**config.mk**
```make
export PLATFORM = sky130hd
export DESIGN_NAME = tdc_block_accumulator
export DESIGN_NICKNAME = d
export VERILOG_FILES = /design/src/rtl/tdc_accum_pkg.sv /design/src/rtl/tdc_round_shift.sv /design/src/rtl/tdc_block_accumulator.sv
export SDC_FILE = /design/constraint.sdc
export NUM_CORES = 1
export LEC_CHECK = 0
export ABC_AREA = 1
export CORE_ASPECT_RATIO = 0.9
export CORE_MARGIN = 5
export CORE_UTILIZATION = 47
export CTS_CLUSTER_SIZE = 10
export DETAILED_ROUTE_END_ITERATION = 7
export PLACE_DENSITY = 0.72
export SKIP_CTS_REPAIR_TIMING = 1
export SYNTH_ARGS = -nofsm -noshare
export SYNTH_HDL_FRONTEND = slang
export SYNTH_SLANG_ARGS = --single-unit
```
**constraint.sdc**
```tcl
create_clock -name clk -period 5 [get_ports clk]
set_clock_uncertainty 0.2 [all_clocks]
set_input_delay 1 -clock clk [delete_from_list [all_inputs] [get_ports clk]]
set_output_delay 1 -clock clk [all_outputs]
set_load 0.005 [all_outputs]
```
**src/rtl/tdc_accum_pkg.sv**
```systemverilog
// Shared types and width helpers for the TDC block accumulator.
package tdc_accum_pkg;

    // Output selection for a completed block.
    typedef enum logic {
        MODE_SUM  = 1'b0,
        MODE_MEAN = 1'b1
    } avg_mode_e;

    // Accumulator width: enough headroom for 2^max_log2_n full-scale samples.
    function automatic int acc_w(input int data_w, input int max_log2_n);
        return data_w + max_log2_n;
    endfunction

    // Width of the block-size exponent input.
    function automatic int log2n_w(input int max_log2_n);
        return $clog2(max_log2_n + 1);
    endfunction

endpackage

```
**src/rtl/tdc_round_shift.sv**
```systemverilog
// Combinational round-half-up right shift: (din + 2^(k-1)) >> k, k = 0 passes din.
module tdc_round_shift #(
    parameter int ACC_W = 26,
    parameter int K_W   = 4
) (
    input  logic [ACC_W-1:0] din,
    input  logic [K_W-1:0]   k,
    output logic [ACC_W-1:0] dout
);

    // One extra bit so the rounding bias cannot wrap before the shift.
    logic [ACC_W:0] half;
    logic [ACC_W:0] biased;

    // Bias by half an LSB of the result, then shift; top bit is always clear after the shift.
    always_comb begin
        half = '0;
        if (k != '0)
            half = (ACC_W+1)'(1) << (k - K_W'(1));
        biased = {1'b0, din} + half;
        dout   = ACC_W'(biased >> k);
    end

endmodule

```
**src/rtl/tdc_block_accumulator.sv**
```systemverilog
// Power-of-two block accumulator for the TDC sample stream: emits block sum or
// rounded block mean with a one-cycle strobe; partial blocks can be flushed.
module tdc_block_accumulator
    import tdc_accum_pkg::*;
#(
    parameter int DATA_W     = 16,
    parameter int MAX_LOG2_N = 10,
    parameter int ACC_W      = acc_w(DATA_W, MAX_LOG2_N)
) (
    input  logic                                clk,
    input  logic                                rst,
    input  logic                                valid_data,
    input  logic [DATA_W-1:0]                   input_signal,
    input  logic [log2n_w(MAX_LOG2_N)-1:0]      log2_n,
    input  logic                                avg_mode,
    input  logic                                flush,
    output logic [ACC_W-1:0]                    result,
    output logic                                result_valid,
    output logic                                result_partial,
    output logic [MAX_LOG2_N:0]                 sample_count
);

    localparam int LOG2N_W = log2n_w(MAX_LOG2_N);
    localparam int CNT_W   = MAX_LOG2_N + 1;

    logic [ACC_W-1:0]   acc;
    logic [LOG2N_W-1:0] cfg_k;
    avg_mode_e          cfg_mode;

    logic [LOG2N_W-1:0] k_live;
    avg_mode_e          mode_live;
    logic               blk_open;
    logic [LOG2N_W-1:0] k_eff;
    avg_mode_e          mode_eff;
    logic [CNT_W-1:0]   last_idx;
    logic [ACC_W-1:0]   sum_next;
    logic [ACC_W-1:0]   mean;
    logic               complete;
    logic               flush_fire;
    logic [ACC_W-1:0]   block_res;

    // Block control: the first sample of a block sees the live config, later ones the frozen copy.
    always_comb begin
        k_live     = (log2_n > LOG2N_W'(MAX_LOG2_N)) ? LOG2N_W'(MAX_LOG2_N) : log2_n;
        mode_live  = avg_mode_e'(avg_mode);
        blk_open   = (sample_count != '0);
        k_eff      = blk_open ? cfg_k : k_live;
        mode_eff   = blk_open ? cfg_mode : mode_live;
        last_idx   = (CNT_W'(1) << k_eff) - CNT_W'(1);
        sum_next   = acc + (valid_data ? ACC_W'(input_signal) : '0);
        complete   = valid_data && (sample_count == last_idx);
        // Natural completion wins over a coincident flush; empty flush is a no-op.
        flush_fire = flush && !complete && (blk_open || valid_data);
        block_res  = (mode_eff == MODE_MEAN) ? mean : sum_next;
    end

    tdc_round_shift #(
        .ACC_W (ACC_W),
        .K_W   (LOG2N_W)
    ) u_round_shift (
        .din  (sum_next),
        .k    (k_eff),
        .dout (mean)
    );

    // Config tracks the inputs while no block is open and freezes once one starts.
    always_ff @(posedge clk) begin
        if (rst || !blk_open) begin
            cfg_k    <= k_live;
            cfg_mode <= mode_live;
        end
    end

    // Accumulator and sample counter, cleared at every block boundary.
    always_ff @(posedge clk) begin
        if (rst) begin
            acc          <= '0;
            sample_count <= '0;
        end else if (complete || flush_fire) begin
            acc          <= '0;
            sample_count <= '0;
        end else if (valid_data) begin
            acc          <= sum_next;
            sample_count <= sample_count + CNT_W'(1);
        end
    end

    // Result register and strobe; result and partial flag hold between strobes.
    always_ff @(posedge clk) begin
        if (rst) begin
            result         <= '0;
            result_valid   <= 1'b0;
            result_partial <= 1'b0;
        end else begin
            result_valid <= 1'b0;
            if (complete) begin
                result         <= block_res;
                result_valid   <= 1'b1;
                result_partial <= 1'b0;
            end else if (flush_fire) begin
                result         <= sum_next;
                result_valid   <= 1'b1;
                result_partial <= 1'b1;
            end
        end
    end

endmodule
```
# After elaboration in Yosys (flattened, before gate mapping)
# Cells that the tools add are included.
dict set report totals {
  ff_bits 70
  latchBits 0
  ramBits 0
  romBits 0
  in_bits 25
  out_inout_bits 39
  elab_cells 40
  mem_count 0
}
dict set report classes {
  addsub 5
  mul 0
  div 0
  order_cmp 1
  n_eq_ne 1
  n_shift 3
  mux 10
  bitwise 0
  n_reduce_logical 13
}
# operator n
set ops {}
lappend ops {{$mux W26} 3}
lappend ops {{$add A26 B27 Y27} 1}
lappend ops {{$mux W27} 1}
lappend ops {{$shl A1 B4 Y27 const A} 1}
lappend ops {{$shr A27 B4 Y26} 1}
lappend ops {{$add A26 B16 Y26} 1}
lappend ops {{$mux W16} 1}
lappend ops {{$add A11 B1 Y11 const B} 1}
lappend ops {{$eq A11 B11 Y1} 1}
lappend ops {{$reduce_bool A11 Y1} 1}
lappend ops {{$shl A1 B4 Y11 const A} 1}
lappend ops {{$sub A11 B2 Y11 const B} 1}
lappend ops {{$mux W4} 2}
lappend ops {{$gt A4 B4 Y1 const B} 1}
lappend ops {{$reduce_bool A4 Y1} 1}
lappend ops {{$reduce_or A2 Y1} 2}
lappend ops {{$sub A4 B1 Y4 const B} 1}
lappend ops {{$logic_and A1 B1 Y1} 3}
lappend ops {{$logic_or A1 B1 Y1} 3}
lappend ops {{$mux W1} 3}
lappend ops {{$logic_not A1 Y1} 2}
lappend ops {{$reduce_bool A2 Y1} 1}

# Depth between registers and ports, before layout
# Gate-level depths: netlist of run 1.
dict set report depth {
  ltp_word 12
  ltp_mapped 34
  depth_no_buf 33
}

# Modules after synthesis
# A second synthesis of run 1 with hierarchy kept.
dict set report hier_totals {
  cells_unflattened 1405
  hier_area_um2 8196.6
}
# mod n_inst cells_each area_each_um2 seq_area_each_um2
set by_module_without_submodules {}
lappend by_module_without_submodules {tdc_block_accumulator 1 774 5112.4 1451.4}
lappend by_module_without_submodules {tdc_round_shift 1 631 3084.2 0.0}

# Least setup slack after synthesis of run 1
# Ideal clock, no wire load.
dict set report synth_path {
  path_kind {input-to-reg}
  start {input valid_data}
  end {register result[19]}
  setup_ns 0.112
  arrival_ns 4.753
  required_ns 4.688
  path_slack_ns -0.065
  cell_stages 32
  n_path_buf 2
  cell_sequence {clkbuf_1 > clkbuf_1 > nand2_1 > inv_1 > ha_1 > fa_1 > nand2_1 > nand3_1 > nand3_1 > nand2_1 > a31o_2 > xnor2_1 > inv_1 > ha_1 > nand2_1 > nor2_1 > inv_1 > nor3_1 > a21o_1 > nand3_1 > nor2_1 > nand2_1 > nand2_1 > nand3_1 > nand3_1 > nand2_1 > nand2_1 > nand2_1 > nand2_1 > nand2_1 > nand2_1 > nand2_1}
}
dict set report synth_via {
  elab_chain_len 6
  elab_cells_between_ends 13
  classes_between {2 x add/sub; 1 x shift; 4 x mux; 6 x reduce/logical}
}
# element line
set synth_lines {}
lappend synth_lines {{start, declared} tdc_block_accumulator.sv:12} ;# input logic valid_data,
lappend synth_lines {{$mux W16} tdc_block_accumulator.sv:50} ;# sum_next = acc + (valid_data ? ACC_W'(input_signal) : '0);
lappend synth_lines {{$add A26 B16 Y26} tdc_block_accumulator.sv:50}
lappend synth_lines {{via sum_next[12]} tdc_block_accumulator.sv:36} ;# logic [ACC_W-1:0] sum_next;
lappend synth_lines {{$add A26 B27 Y27} tdc_round_shift.sv:20} ;# biased = {1'b0, din} + half;
lappend synth_lines {{$shr A27 B4 Y26} tdc_round_shift.sv:21} ;# dout = ACC_W'(biased >> k);
lappend synth_lines {{$mux W26} tdc_block_accumulator.sv:54} ;# block_res = (mode_eff == MODE_MEAN) ? mean : sum_next;
lappend synth_lines {{$mux W26} tdc_block_accumulator.sv:96} ;# if (complete) begin
lappend synth_lines {{end signal, assigned} tdc_block_accumulator.sv:97} ;# result <= block_res;
lappend synth_lines {{end signal, assigned} tdc_block_accumulator.sv:101} ;# result <= sum_next;
lappend synth_lines {{end, declared} tdc_block_accumulator.sv:17} ;# output logic [ACC_W-1:0] result,
# The timed path passes the listed nets, and every way through them passes these cells. The select of a mux whose other input is x is not followed.
# A chain may end at the register's enable or synchronous reset.

# Final worst setup path of run 1
dict set report layout_path {
  start {input input_signal[1]}
  end {register result[19]}
}
dict set report layout_via {
  elab_chain_len 6
  elab_cells_between_ends 7
  classes_between {2 x add/sub; 1 x shift; 4 x mux}
}
# element line
set layout_lines {}
lappend layout_lines {{start, declared} tdc_block_accumulator.sv:13} ;# input logic [DATA_W-1:0] input_signal,
lappend layout_lines {{$mux W16} tdc_block_accumulator.sv:50}
lappend layout_lines {{$add A26 B16 Y26} tdc_block_accumulator.sv:50}
lappend layout_lines {{via sum_next[11]} tdc_block_accumulator.sv:36}
lappend layout_lines {{$add A26 B27 Y27} tdc_round_shift.sv:20}
lappend layout_lines {{$shr A27 B4 Y26} tdc_round_shift.sv:21}
lappend layout_lines {{$mux W26} tdc_block_accumulator.sv:54}
lappend layout_lines {{$mux W26} tdc_block_accumulator.sv:96}
# The timed path passes the listed nets, and every way through them passes these cells. The select of a mux whose other input is x is not followed.

==> results of run 1 <==
-- synth_stat cells, types with 3 or more instances --
master	n	area [um2]
buf_6	6	67.6
clkbuf_1	22	82.6
nand2_2	9	56.3
buf_2	7	35.0
ha_1	35	438
nor3_1	17	85.1
nand2_1	482	1810
dfxtp_1	65	1300
a21o_1	7	52.6
nand4_1	16	100
inv_2	9	33.8
o21ai_0	29	145
a21oi_2	7	61.3
a211oi_1	7	52.6
nor2_1	101	379
nor2_4	4	45.0
nand3_1	174	871
edfxtp_1	5	150
o21ai_1	4	20.0
o211ai_1	4	30.0
xor2_1	14	123
nor2_2	9	56.3
a31oi_1	7	43.8
nand3b_1	3	22.5
inv_1	145	544
a21oi_1	56	280
xnor2_1	17	149
nand2_4	7	78.8
-- worst reg2reg max path: cells and delay by family, from the launching register on --
kind            cells  cell delay, ps
simple gates       19            2330
buf+inv             5             700
fa+ha+maj           2             520
flops               1             380
compound gates      2             180
xor+xnor            1             140
-- flip-flops by register name, summed over array words and instances (netlist names) --
| name | flops |
|---|---|
| result | 26 |
| cfg_mode | 1 |
| result_partial | 1 |
| cfg_k | 4 |
| acc | 26 |
| result_valid | 1 |
| sample_count | 11 |
-- cell type report --
cell class	instances	area share
clock buffer	12	0.0276
clock inverter	4	0.00510
inverter	155	0.0581
multi-input combinational	1037	0.570
sequential	70	0.144
tap	202	0.0251
timing repair buffer	206	0.169
-- kinds of logic after synthesis --
family / after synthesis
other: 1
adder cells (fa/ha/maj): 37
AO/OA/AOI/OAI: 134
multiplexers: 1
buffers and inverters: 192
AND/OR/NAND/NOR: 832
XOR/XNOR: 31
flip-flops: 70
-- how the worst max path moves through the flow --
stage | startpoint | slack, ps | endpoint
after CTS | input_signal[8] | -130 | result[4]$_SDFFE_PP0P_
after global routing | input_signal[2] | -130 | result[21]$_SDFFE_PP0P_
after floorplan | valid_data | 10 | result[19]$_SDFFE_PP0P_
final | input_signal[1] | 160 | result[19]$_SDFFE_PP0P_
after detailed placement | input_signal[8] | -470 | result[4]$_SDFFE_PP0P_
after global placement | input_signal[2] | -430 | result[4]$_SDFFE_PP0P_
-- layout by cell type, fill, tap and decap left out, types with 12 or more instances in the layout --
cell type and n:
nor3_1 16, nor2_1 95, dfxtp_1 65, a21oi_2 12, nand2_1 458, nand3_1 146
ha_1 21, a21oi_1 51, buf_4 143, inv_2 12, o21ai_0 21, nand4_1 16
inv_1 142, nor2_2 12, nand3_2 27, ha_4 13, nand2_2 32, clkdlybuf4s50_1 61
-- power by group through the flow --
stage,registers [mW],clock network [mW],logic [mW]
6_report,0.603,0.716,0.962
5_1_grt,0.606,0.751,1.05
4_1_cts,0.601,0.727,0.858
3_5_place_dp,0.613,0,0.854
3_3_place_gp,0.613,0,0.851
2_1_floorplan,0.612,0,0.522
-- through the flow --
stage               worst slack (ps)  total power [mW]  TNS [ps]  std cells
finish                           159              2.28         0       1686
floorplan                       10.6              1.13         0       1298
detailed placement              -471              1.47     -9650       1658
global placement                -425              1.46     -8150       1658
CTS                             -127              2.19     -1420       1674
global route                    -130              2.41     -1760       1686
-- per-layer routing --
layer  share of wire  routed length [um]  global-route usage  vias to the layer above
li1                -                   -                   -                     4545
met1            0.46               11600               0.388                     4062
met2            0.43               10800               0.400                      419
met3           0.092                2310              0.0572                       40
met4           0.016                 396              0.0655                        0
met5               0                   0                   0                        -
==> results.yml, run 1 <==
status:
  status: "finished clean"
setup_path:
  crit_top_cell: "nand2_1"
  regToRegSetupSlack_ps: 450
  critical_path_class: "primary input to flip-flop"
  cpPeakStageDelay_ps: 450
  r2r_start: "sample_count[0]$_SDFFE_PP0P_"
  worstPathBufferInverterCount: 5
  cp_num_cells: 32
  arrival_ps: 4890
  reg2reg_depth: 29
  crit_path_end_kind: "flip-flop"
  cp_max_fo: 5
  rr_endpoint: "result[18]$_SDFFE_PP0P_"
  critPathRequiredTime_ps: 5050
  cp-start-kind: "primary input"
  crit_family: "simple AND/OR/NAND/NOR gates"
  cp_slowest_cell: "clkdlybuf4s50_1"
floorplanning:
  start_util: 0.479
  die_w_um: 142
  core_area_um2: 15400
  die-area_um2: 18300
  io_pins: 64
  std_cell_rows: 43
  die-height_um: 129
clocking:
  clk_pin_slew_ps: 70
  cts_sinks: 70
  cts-root-buf: "clkbuf_16"
  cts_buffers: 9
  htree_levels: 3
  insertion_delay_ps: 350
  cts_buffer_depth: 2
  cts_tree: "yes"
logic_synthesis:
  yosysSeqAreaShare: 0.196
  synth_warnings: 0
  yosys.area_share.adder: 0.0647
  synth_edf_count: 5
  synth.area.mux_share: 0.00135
  synthCells: 1298
  synthFlopType: "dfxtp_1"
  synth_compound_area_frac: 0.107
  syn_nets: 1360
  syn_area_per_cell_um2: 5.69
  synth-seq-cells: 70
  synth_xor_xnor_area_share: 0.0367
  synthSimpleGateAreaFrac: 0.487
  synthArstFlopShare: 0
  synth_top_family_by_area: "simple AND/OR/NAND/NOR gates"
  yosysUniqueCellTypes: 50
  synth_area_um2: 7390
worst_hold_path:
  whs_path_depth: 2
  hold_path_class: "flip-flop to flip-flop"
  holdPathEnd: "result[21]$_SDFFE_PP0P_"
  min_from: "result[21]$_SDFFE_PP0P_"
detailed_routing:
  dr.first_iter.drc_count: 955
  via_per_inst: 5.38
  wl_per_cell_um: 14.9
  ant_nets: 0
  dr_total_vias: 9066
  drc: 0
  first_pass_iters: 5
  routed_wirelength_mm: 25.2
timing:
  slew_viol_final: 0
  timing.fmax_mhz: 207
  whs_ps: 247
  max_slew_margin: 0.445
  min_period_ps: 4840
  finalHoldViolCount: 0
  fin_crit_sh: 0.968
  worstMarginPinSlew_ps: 831
  setup_violations: 0
global_routing:
  grt_first_pass_wirelength_mm: 39.7
  grt_pass1_vias: 7939
  grt_use_total: 0.266
  antenna_found_initial: 0
  grt_max_degree: 38
  grt_overflow: 0
power_and_ir_drop:
  clockPowerShare: 0.314
  p_leak_nw: 4.93
  switching_share: 0.375
  pwr-share-seq: 0.264
  share_comb_of_total_power: 0.422
  p_switching_mw: 0.855
  p_int_mw: 1.43
  powerDensity_nw_per_um2: 227
  peakVddDrop_mv: 0.187
layout:
  area_growth_pct: 36.0
  final_util: 0.651
  multi_input_area_um2: 5740
  fillers: 1419
  final_area_um2: 10100
  seq_area_um2: 1450
  drive_gt1_frac: 0.212
  antennaDiodeCount: 0
  nNetsFinal: 1541
placed_design:
  dp_hpwl_mm: 19.4
  portBuffers: 63
  dpl_cell_area_um2: 9060
  gp_congestion: 0.951
flow_run:
  maxCapViolCount: 0
No activity file was read; power rests on OpenSTA's default activity.
==> run 2, diff against run 1 <==
--- a/config.mk
+++ b/config.mk
@@ -11,7 +11,8 @@
 export CORE_UTILIZATION = 47
 export CTS_CLUSTER_SIZE = 10
 export DETAILED_ROUTE_END_ITERATION = 7
-export PLACE_DENSITY = 0.72
+export GPL_TIMING_DRIVEN = 0
+export PLACE_DENSITY = 0.69
 export SKIP_CTS_REPAIR_TIMING = 1
 export SYNTH_ARGS = -nofsm -noshare
 export SYNTH_HDL_FRONTEND = slang
==> constraint.sdc (replaced) <==
create_clock -name clk -period 6.26 [get_ports clk]
set_clock_uncertainty 0.2 [all_clocks]
set_input_delay 1.252 -clock clk [delete_from_list [all_inputs] [get_ports clk]]
set_output_delay 1.252 -clock clk [all_outputs]
set_load 0.005 [all_outputs]
==> run 2 against run 1 <==
Net effect:
- via count is 6.8% lower
- flip-flop and latch count stayed put
- register-to-register slack better by 650 ps
- utilization is 9.4 points lower
- die area stayed put
- worst setup slack better by 310 ps
- critical path depth is 6 lower
- first-iteration DRC count is 21% lower
- clock-buffer cell count stayed put
- wire length is 7.5% lower
- highest routed layer unchanged
==> results.yml, run 2 (synthesis results as in run 1) <==
setup_path:
  cpPeakStageDelay_ps: 420
  critPathRequiredTime_ps: 6290
  cp-start-kind: "primary input"
  arrival_ps: 5830
  crit_family: "simple AND/OR/NAND/NOR gates"
  cp_max_fo: 10
  rr_endpoint: "result[20]$_SDFFE_PP0P_"
  critical_path_class: "primary input to flip-flop"
  r2r_start: "sample_count[0]$_SDFFE_PP0P_"
  crit_path_end_kind: "flip-flop"
  cp_slowest_cell: "ha_1"
  crit_top_cell: "nand2_1"
  regToRegSetupSlack_ps: 1100
  worstPathBufferInverterCount: 4
  reg2reg_depth: 29
timing:
  tns_ps: 0
  fin_crit_sh: 0.926
  finalHoldViolCount: 0
  setup_violations: 0
  max_slew_margin: 0.603
  rsz0062_at_grt: "false"
  min_period_ps: 5790
  timing.fmax_mhz: 173
  slew_viol_final: 0
  worstMarginPinSlew_ps: 591
clocking:
  cts_buffer_depth: 2
  cts_buffers: 9
  htree_levels: 3
  cts-root-buf: "clkbuf_16"
  cts_sinks: 70
  clk_pin_slew_ps: 50
  insertion_delay_ps: 350
  cts_tree: "yes"
layout:
  final_cell_mix: "nand2_1 (482), nand3_1 (174), inv_1 (145)"
  drive_gt1_frac: 0.0690
  final_area_um2: 8600
  nNetsFinal: 1433
  reg_top3: "acc: 26 flops, result: 26 flops, sample_count: 11 flops"
  antennaDiodeCount: 0
  instances_no_fill: 1578
  layout_commonest_cell: "nand2_1"
  area_growth_pct: 16.4
flow_run:
  maxCapViolCount: 0
placed_design:
  gp_congestion: 0.945
  portBuffers: 62
  dp.cells: 1562
  dpl_cell_area_um2: 8270
  dp_hpwl_mm: 19.4
detailed_routing:
  dr_total_vias: 8445
  ant_nets: 0
  drc: 0
  dr.first_iter.drc_count: 758
  wl_per_cell_um: 14.8
  routed_wirelength_mm: 23.3
  via_per_inst: 5.35
  first_pass_iters: 6
global_routing:
  grt_use_total: 0.255
  grt_max_degree: 13
  antenna_found_initial: 0
  grt_first_pass_wirelength_mm: 37.5
  grt_overflow: 0
  grt_pass1_vias: 7480
power_and_ir_drop:
  peakVddDrop_mv: 0.139
  powerDensity_nw_per_um2: 184
  p_leak_nw: 4.24
worst_hold_path:
  whs_path_depth: 2
  min_from: "result[14]$_SDFFE_PP0P_"
  hold_path_class: "flip-flop to flip-flop"
  holdPathEnd: "result[14]$_SDFFE_PP0P_"
floorplanning:
  std_cell_rows: 43
  die-area_um2: 18300
  die-height_um: 129
  start_util: 0.479
  io_pins: 64
  die_w_um: 142
  core_area_um2: 15400
status:
  status: "finished clean"
run 2: cell types whose count changed in the layout (fill, tap and decap cells not counted), moves of 13 or more:
cell | before | now
buf_4 | 143 | 2
clkbuf_1 | 0 | 20
ha_1 | 21 | 35
ha_4 | 13 | 0
nand2_1 | 458 | 482
nand2_2 | 32 | 9
nand3_1 | 146 | 174
nand3_2 | 27 | 2
run 2: where the power goes:
| group | internal, mW | switching (mW) | total [mW] |
|---|---|---|---|
| registers | 0.470 | 0.0116 | 0.481 |
| clock network | 0.303 | 0.201 | 0.504 |
| logic | 0.199 | 0.400 | 0.599 |
| total | 0.972 | 0.613 | 1.59 |
run 2: worst register-to-register path, delay by kind of cell, from the launching register on:
family | cells | cell delay [ps]
compound gates | 4 | 700
fa+ha+maj | 2 | 650
buf+inv | 6 | 1170
flops | 1 | 380
simple gates | 17 | 2000
run 2: final cells by class:
cell class / count / area, um2
Buffer: 37 / 206
Clock buffer: 12 / 268
Clock inverter: 4 / 27.5
Fill cell: 1656 / 6840
Inverter: 155 / 584
Multi-Input combinational cell: 1036 / 5190
Sequential cell: 70 / 1450
Tap cell: 202 / 253
Timing Repair Buffer: 62 / 621
run 2: metrics by stage:
| stage | power (mW) | hold slack [ps] | utilization | setup WS (ps) |
|---|---|---|---|---|
| 4_1_cts | 1.58 | 251 | 0.554 | 13.5 |
| 2_1_floorplan | 0.905 | 243 | - | 943 |
| 3_5_place_dp | 1.07 | 240 | 0.535 | -298 |
| 6_report | 1.59 | 248 | 0.557 | 466 |
| 3_3_place_gp | 1.07 | 236 | 0.535 | -288 |
| 5_1_grt | 1.68 | 267 | 0.557 | 25.3 |
run 2: routing by layer:
layer	routed length [um]	up-vias	global-route usage	part of all wire
met5	0	-	0	0
met4	456	0	0.0824	0.020
met3	1830	34	0.0312	0.079
met2	9700	331	0.386	0.42
met1	11300	3753	0.377	0.49
li1	-	4327	-	-
run 2: worst max-delay path by stage:
stage	start	endpoint	slack, ps	cells after the start
floorplan	valid_data	result[19]$_SDFFE_PP0P_	940	32
global placement	valid_data	result[20]$_SDFFE_PP0P_	-290	31
detailed placement	valid_data	result[20]$_SDFFE_PP0P_	-300	31
CTS	valid_data	result[12]$_SDFFE_PP0P_	10	29
global route	valid_data	result[20]$_SDFFE_PP0P_	30	31
finish	valid_data	result[12]$_SDFFE_PP0P_	470	26
